--- src/rtl/mmio_responder_if.sv ---
// ----------------------------------------------------------------------------
// mmio_responder_if
// Bus bundle shared by the CPU (master) and memory-mapped responders (slave).
// Signals:
//   addr    - bus address (master -> slave)
//   in_val  - write data (master -> slave)
//   get     - read strobe (master -> slave)
//   set     - write strobe (master -> slave)
//   out     - registered read data, zero when the slave is not selected
//   hit     - registered; high the cycle after a get inside the slave window
// ----------------------------------------------------------------------------
interface mmio_responder_if #(
   parameter int WORD_SIZE = 16
);
   logic [WORD_SIZE-1:0] addr;
   logic [WORD_SIZE-1:0] in_val;
   logic                 get;
   logic                 set;
   logic [WORD_SIZE-1:0] out;
   logic                 hit;

   modport master (output addr, output in_val, output get, output set,
                   input out, input hit);
   modport slave  (input addr, input in_val, input get, input set,
                   output out, output hit);
endinterface

--- src/rtl/mmio_responder.sv ---
// ----------------------------------------------------------------------------
// mmio_responder
// Memory-mapped I/O responder occupying an 8-word window at BASE. Provides a
// display register, synchronized switches, a prescaled 32-bit timer with a
// coherent LO/HI read, two scratch registers and a clear-on-read status word.
// Read data is zero whenever the window is not selected, so the CPU read mux
// can OR this output with data_memory's.
//
// Ports:
//   mclk        - system clock, rising edge
//   reset_n     - asynchronous active-low reset
//   bus         - slave side of addr/in_val/get/set/out/hit bus
//   switches    - asynchronous board switches (two-flop synchronized)
//   display_val - DISPLAY register contents for ssd_driver
//   irq         - timer compare interrupt (only with MMIO_TIMER_IRQ_EN)
//
// Build option: define MMIO_TIMER_IRQ_EN to turn offset 5 into COMPARE and
// add the irq output; otherwise offset 5 is SCRATCH1.
// ----------------------------------------------------------------------------
module mmio_responder #(
   parameter int                   WORD_SIZE = 16,
   parameter logic [WORD_SIZE-1:0] BASE      = 16'hFFF8,
   parameter int                   SW_WIDTH  = 8
) (
   input  logic                 mclk,
   input  logic                 reset_n,
   mmio_responder_if.slave      bus,
   input  logic [SW_WIDTH-1:0]  switches,
`ifdef MMIO_TIMER_IRQ_EN
   output logic                 irq,
`endif
   output logic [WORD_SIZE-1:0] display_val
);

   localparam logic [WORD_SIZE-1:0] ZERO_W = {WORD_SIZE{1'b0}};
   localparam logic [WORD_SIZE-1:0] ONE_W  = {{(WORD_SIZE-1){1'b0}}, 1'b1};

   logic                 sel_s, rd_s, wr_s, tick_s, wrap_s, disp_wr_s, st_rd_s;
   logic [2:0]           off_s;

   logic [WORD_SIZE-1:0] display_q, display_d;
   logic [WORD_SIZE-1:0] scratch0_q, scratch0_d;
   // SCRATCH1 in the default build, COMPARE when the timer IRQ is built in
   logic [WORD_SIZE-1:0] reg5_q, reg5_d;
   logic [WORD_SIZE-1:0] prescale_q, prescale_d;
   logic [WORD_SIZE-1:0] pcnt_q, pcnt_d;
   logic [31:0]          timer_q, timer_d;
   logic [15:0]          hi_latch_q, hi_latch_d;
   logic                 st_wrap_q, st_wrap_d;
   logic                 st_disp_q, st_disp_d;
   logic [SW_WIDTH-1:0]  sw_sync1_q, sw_sync2_q;
   logic [WORD_SIZE-1:0] out_q, out_d;
   logic                 hit_q, hit_d;
`ifdef MMIO_TIMER_IRQ_EN
   logic                 irq_q, irq_d;
`endif

   assign sel_s   = (bus.addr[WORD_SIZE-1:3] == BASE[WORD_SIZE-1:3]);
   assign off_s   = bus.addr[2:0];
   assign rd_s    = bus.get && sel_s;
   assign wr_s    = bus.set && sel_s;
   // A PRESCALE write restarts the period, so it also suppresses this tick
   assign tick_s  = (pcnt_q == prescale_q) && !(wr_s && (off_s == 3'd7));
   assign wrap_s  = tick_s && (timer_q == 32'hFFFF_FFFF);
   assign disp_wr_s = wr_s && (off_s == 3'd0);
   assign st_rd_s   = rd_s && (off_s == 3'd6);

   // Next-state for registers, prescaler/timer, status and read port
   always_comb begin
      display_d  = display_q;
      scratch0_d = scratch0_q;
      reg5_d     = reg5_q;
      prescale_d = prescale_q;
      pcnt_d     = pcnt_q;
      timer_d    = timer_q;
      hi_latch_d = hi_latch_q;
      st_wrap_d  = st_wrap_q;
      st_disp_d  = st_disp_q;
      out_d      = ZERO_W;
      hit_d      = 1'b0;

      // Prescale counter: 0..PRESCALE, restarted by a PRESCALE write
      if (wr_s && (off_s == 3'd7)) begin
         pcnt_d = ZERO_W;
      end else if (tick_s) begin
         pcnt_d = ZERO_W;
      end else begin
         pcnt_d = pcnt_q + ONE_W;
      end

      if (tick_s) begin
         timer_d = timer_q + 32'd1;
      end else begin
         timer_d = timer_q;
      end

      // Read path sees pre-write register values (read-before-write)
      if (rd_s) begin
         hit_d = 1'b1;
         case (off_s)
            3'd0: out_d = display_q;
            3'd1: out_d = {{(WORD_SIZE-SW_WIDTH){1'b0}}, sw_sync2_q};
            3'd2: begin
               out_d      = WORD_SIZE'(timer_q[15:0]);
               hi_latch_d = timer_q[31:16];
            end
            3'd3: out_d = WORD_SIZE'(hi_latch_q);
            3'd4: out_d = scratch0_q;
            3'd5: out_d = reg5_q;
            3'd6: out_d = {{(WORD_SIZE-2){1'b0}}, st_disp_q, st_wrap_q};
            3'd7: out_d = prescale_q;
            default: out_d = ZERO_W;
         endcase
      end else begin
         out_d = ZERO_W;
         hit_d = 1'b0;
      end

      // Writes to read-only offsets (1, 2, 3, 6) fall through and are ignored
      if (wr_s) begin
         case (off_s)
            3'd0: display_d  = bus.in_val;
            3'd4: scratch0_d = bus.in_val;
            3'd5: reg5_d     = bus.in_val;
            3'd7: prescale_d = bus.in_val;
            default: display_d = display_q;
         endcase
      end else begin
         display_d = display_q;
      end

      // Status: a set event in the same cycle beats clear-on-read
      if (wrap_s) begin
         st_wrap_d = 1'b1;
      end else if (st_rd_s) begin
         st_wrap_d = 1'b0;
      end else begin
         st_wrap_d = st_wrap_q;
      end

      if (disp_wr_s) begin
         st_disp_d = 1'b1;
      end else if (st_rd_s) begin
         st_disp_d = 1'b0;
      end else begin
         st_disp_d = st_disp_q;
      end
   end

`ifdef MMIO_TIMER_IRQ_EN
   // Compare interrupt: set when a tick lands TIMER[15:0] on COMPARE
   always_comb begin
      irq_d = irq_q;
      if (wr_s && (off_s == 3'd5)) begin
         irq_d = 1'b0;
      end else if (tick_s && (WORD_SIZE'(timer_d[15:0]) == reg5_q)) begin
         irq_d = 1'b1;
      end else begin
         irq_d = irq_q;
      end
   end
`endif

   // State registers, asynchronously cleared
   always_ff @(posedge mclk or negedge reset_n) begin
      if (!reset_n) begin
         display_q  <= ZERO_W;
         scratch0_q <= ZERO_W;
         reg5_q     <= ZERO_W;
         prescale_q <= ZERO_W;
         pcnt_q     <= ZERO_W;
         timer_q    <= 32'd0;
         hi_latch_q <= 16'd0;
         st_wrap_q  <= 1'b0;
         st_disp_q  <= 1'b0;
         sw_sync1_q <= {SW_WIDTH{1'b0}};
         sw_sync2_q <= {SW_WIDTH{1'b0}};
         out_q      <= ZERO_W;
         hit_q      <= 1'b0;
`ifdef MMIO_TIMER_IRQ_EN
         irq_q      <= 1'b0;
`endif
      end else begin
         display_q  <= display_d;
         scratch0_q <= scratch0_d;
         reg5_q     <= reg5_d;
         prescale_q <= prescale_d;
         pcnt_q     <= pcnt_d;
         timer_q    <= timer_d;
         hi_latch_q <= hi_latch_d;
         st_wrap_q  <= st_wrap_d;
         st_disp_q  <= st_disp_d;
         sw_sync1_q <= switches;
         sw_sync2_q <= sw_sync1_q;
         out_q      <= out_d;
         hit_q      <= hit_d;
`ifdef MMIO_TIMER_IRQ_EN
         irq_q      <= irq_d;
`endif
      end
   end

   assign bus.out     = out_q;
   assign bus.hit     = hit_q;
   assign display_val = display_q;
`ifdef MMIO_TIMER_IRQ_EN
   assign irq         = irq_q;
`endif

endmodule

--- src/flat_wrapper.sv ---
// flat-port wrapper written by rule: the top's interface ports become plain ports
module mmio_responder_flat 
#(
   parameter int                   WORD_SIZE = 16,
   parameter logic [WORD_SIZE-1:0] BASE      = 16'hFFF8,
   parameter int                   SW_WIDTH  = 8
)
  (mclk, reset_n, switches, display_val, bus_addr, bus_in_val, bus_get, bus_set, bus_out, bus_hit);
  mmio_responder_if #(.WORD_SIZE(WORD_SIZE)) bus_i ();
  input  logic mclk;
  input  logic reset_n;
  input  logic [SW_WIDTH-1:0] switches;
  output logic [WORD_SIZE-1:0] display_val;
  input wire logic [$bits(bus_i.addr)-1:0] bus_addr;
  input wire logic [$bits(bus_i.in_val)-1:0] bus_in_val;
  input wire logic [$bits(bus_i.get)-1:0] bus_get;
  input wire logic [$bits(bus_i.set)-1:0] bus_set;
  output wire logic [$bits(bus_i.out)-1:0] bus_out;
  output wire logic [$bits(bus_i.hit)-1:0] bus_hit;
  assign bus_i.addr = bus_addr;
  assign bus_i.in_val = bus_in_val;
  assign bus_i.get = bus_get;
  assign bus_i.set = bus_set;
  assign bus_out = bus_i.out;
  assign bus_hit = bus_i.hit;
  mmio_responder #(.WORD_SIZE(WORD_SIZE), .BASE(BASE), .SW_WIDTH(SW_WIDTH)) u_core (.mclk(mclk), .reset_n(reset_n), .bus(bus_i), .switches(switches), .display_val(display_val));
endmodule
--- config.mk ---
export PLATFORM = sky130hd
export DESIGN_NAME = mmio_responder_flat
export DESIGN_NICKNAME = d
export VERILOG_FILES = /design/src/rtl/mmio_responder_if.sv /design/src/rtl/mmio_responder.sv /design/src/flat_wrapper.sv
export SDC_FILE = /design/constraint.sdc
export NUM_CORES = 1
export LEC_CHECK = 0
export ABC_AREA = 1
export CAP_MARGIN = 10
export CELL_PAD_IN_SITES_DETAIL_PLACEMENT = 0
export CELL_PAD_IN_SITES_GLOBAL_PLACEMENT = 1
export CORE_MARGIN = 1
export CORE_UTILIZATION = 47
export DETAILED_ROUTE_END_ITERATION = 16
export DONT_BUFFER_PORTS = 1
export GPL_TIMING_DRIVEN = 0
export PLACE_DENSITY = 0.85
export RECOVER_POWER = 50
export REMOVE_ABC_BUFFERS = 1
export SLEW_MARGIN = 30
export SYNTH_ARGS = -nofsm -noshare
export SYNTH_HDL_FRONTEND = slang
export SYNTH_SLANG_ARGS = --single-unit
--- constraint.sdc ---
create_clock -name mclk -period 1.81 [get_ports mclk]
set_input_delay 0.362 -clock mclk [delete_from_list [all_inputs] [get_ports mclk]]
set_output_delay 0.362 -clock mclk [all_outputs]
set_load 0.005 [all_outputs]
==> results.cfg <==
[synth]
synth-seq-cells = 163
synthCells = 1062
async_reset_ff_share_pct = 100
synth.cell_area_um2 = 8190
synth_xor_area_share_pct = 2.89
ys_types = 33
ys_seq_area_share_pct = 49.8
yosys.area.top_type_share_pct = 49.8
yosys-mux-area-fraction_pct = 0
synth_top_family_by_area = simple AND/OR/NAND/NOR gates
synthAdderAreaFrac_pct = 0.305
avgSynthCellArea_um2 = 7.72
synth_edf_count = 0
synth_warnings = 0
yosys.area_share.simple_pct = 31.7
synth_compound_area_share_pct = 7.94
synth_area_leader_cell = dfrtp_1
synthFlopType = dfrtp_1
synth.area.top_cells = dfrtp_1 (50%), nand2_1 (18%), o21ai_0 (5.1%), nor2_1 (4.9%), inv_1 (4.6%)

[timing]
maxSlewHeadroom_pct = 46.5
drv_slew = 0
fmax_ghz = 0.582
worstMarginPinSlew_ns = 0.800
holdWs_ns = -0.361
clock-skew-final_ns = 0.00954
rsz0062_at_grt = true
period_share_pct = 94.9
layout_setup_ws_ns = 0.0928
fin_crit_ns = 1.72
final-setup-viol-count = 0
finalHoldViolCount = 163

[drt]
wl_um = 21600
wire_per_inst_um = 16.6
routed_via_density = 5.28
vias = 6832
drc = 0
first_pass_iters = 7
ant_nets = 0
drtIter0Drc = 392

[run]
drv_cap = 0

[worst_setup_path]
worstSetupPathType = reg -> reg
required_ns = 2.11
arrival_ns = 2.02
crit_path_end_kind = flop
cp_max_fo = 16
critPathLaunchType = flop

[cts]
cts_root_buffer = clkbuf_16
clk_pin_slew_ns = 0.07
cts_max_path_buffers = 2
numCtsBuffers = 17
cts_hold_buf = 8
clock_sinks = 163
insertion_delay_ns = 0.43
cts_max_level = 4
cts_tree = done

[power_and_ir_drop]
p_leak_nw = 4.43
power_frac_seq_pct = 47.8
switching_share_pct = 22.5
p_clk_share_pct = 48.6
combPwrFrac_pct = 3.7
pwr_density_cell_nw_per_um2 = 859
vdd_ir_drop_max_mv = 0.853
p_int_mw = 6.09
p_switching_mw = 1.77

[hold_path]
hp-class = in -> async

[floorplan]
start_util_pct = 48.7
ios = 77
num_rows = 47
core_um2 = 16800
die_area_um2 = 18000
die_y_um = 134
die_x_um = 134

[grt]
grt_usage_pct = 25.3
grt_max_degree = 164
first_global_vias = 6451
overflow = 0
antenna_found_initial = 0
grt_pass1_wl_um = 34600

[place]
dp_hpwl_um = 14100
dpl-instance-area_um2 = 8300
io_buffers = 0
post-place-ws_ns = -0.487
place.gp.congestion = 0.868

[layout]
nNetsFinal = 1108
diodes = 0
drive_gt1_share_pct = 8.09
multi_input_area_um2 = 3630
mostFrequentLayoutCells = nand2_1 (381), dfrtp_1 (161), nor2_1 (102)
n_fill_cell = 1607
area.growth.synth_to_final_pct = 11.8
layout_commonest_cell = nand2_1
seq_area_um2 = 4080
final_area_um2 = 9160

[status]
status = complete, but fails checks
violations = negative hold slack
[synthesized netlist by cell type (all sizes together) (7+ instances only)]
cell type and n:
dfrtp 163, o21ai 85, nand3 51, nor2 122
nand4 7, o22ai 17, nor3 27, nand3b 16
buf 29, nand2 387, xor2 21, inv 110
[per-layer routing]
layer	track usage [%]	wire length, um
met1	35.2	10200
met2	39.6	10100
met3	5.18	932
met4	7.87	266
met5	0	0
[logic make-up (layout without fill, tap and decap cells)]
logic type / Yosys count / in the layout
buf+inv: 143 / 154
fa+ha+maj: 2 / 2
compound gates: 117 / 117
flops: 163 / 163
simple gates: 610 / 612
xor+xnor: 27 / 27
[layout make-up]
cell class | instances | share of cell area [%]
repair buffers | 12 | 1.48
well taps | 220 | 3.01
clock inverters | 11 | 1.64
flip-flops and latches | 163 | 44.6
clock buffers | 21 | 5.14
inverters | 110 | 4.54
multi-input cells | 758 | 39.6
[state kept, by name, summed over array words and instances (netlist names), 16 cells and up]
signal,flops
u_core.hi_latch_q,16
u_core.scratch0_q,16
u_core.timer_q,32
u_core.display_val,16
u_core.bus.out,16
u_core.prescale_q,16
u_core.reg5_q,16
u_core.pcnt_q,16
[power groups by stage]
| stage | Sequential, mW | Clock [mW] | Combinational [mW] |
|---|---|---|---|
| final | 3.76 | 3.82 | 0.288 |
| after global routing | 3.76 | 3.99 | 0.323 |
| after CTS | 3.75 | 3.85 | 0.279 |
| after detailed placement | 3.82 | 0 | 0.260 |
| after global placement | 3.82 | 0 | 0.255 |
| after floorplan | 3.80 | 0 | 0.196 |
[critical path, stage by stage (launching register included)]
cell and delay [ns]:
dfrtp_1 0.45, inv_2 0.09, nand2_1 0.06, nand2_1 0.05, nor2_1 0.13, nand2_2 0.10, nor2_4 0.24, nand3_4 0.27
nand2_1 0.14, nand2_1 0.06
[stage by stage]
step	std cells	TNS (ns)	utilization (%)	total power, mW
final	1295	0	54.4	7.86
after global routing	1295	-0.704	54.4	8.07
after CTS	1294	0	54.2	7.88
after detailed placement	1249	-26.04	49.3	4.08
after global placement	1249	-44.58	49.2	4.07
after floorplan	1029	-3.09	-	4.00
[path summary, 6_finish.rpt]
check / slack [ns] / depth (start not counted) / endpoint / start
max in group asynchronous: 1.93 / 0 / u_core.scratch0_q[15] / reset_n
worst min register to register: 0.35 / 0 / u_core.sw_sync2_q[0] / u_core.sw_sync1_q[0]
worst max-delay path: 0.09 / 9 / u_core.timer_q[7] / u_core.pcnt_q[4]
worst min-delay path: -0.36 / 0 / u_core.sw_sync2_q[5] / reset_n
min in group mclk: 0.05 / 2 / u_core.display_val[2] / bus_in_val[2]
worst max register to register: 0.09 / 9 / u_core.timer_q[7] / u_core.pcnt_q[4]
[timing repair]
action                                  CTS  global route
buffers inserted                          3             1
pin swaps                                 3             3
resized for setup                        11            12
cloned                                    2             0
endpoints found under the setup margin   33            49
endpoints found under the hold margin   171           163
Note: power is estimated with default switching activity, not from simulation.
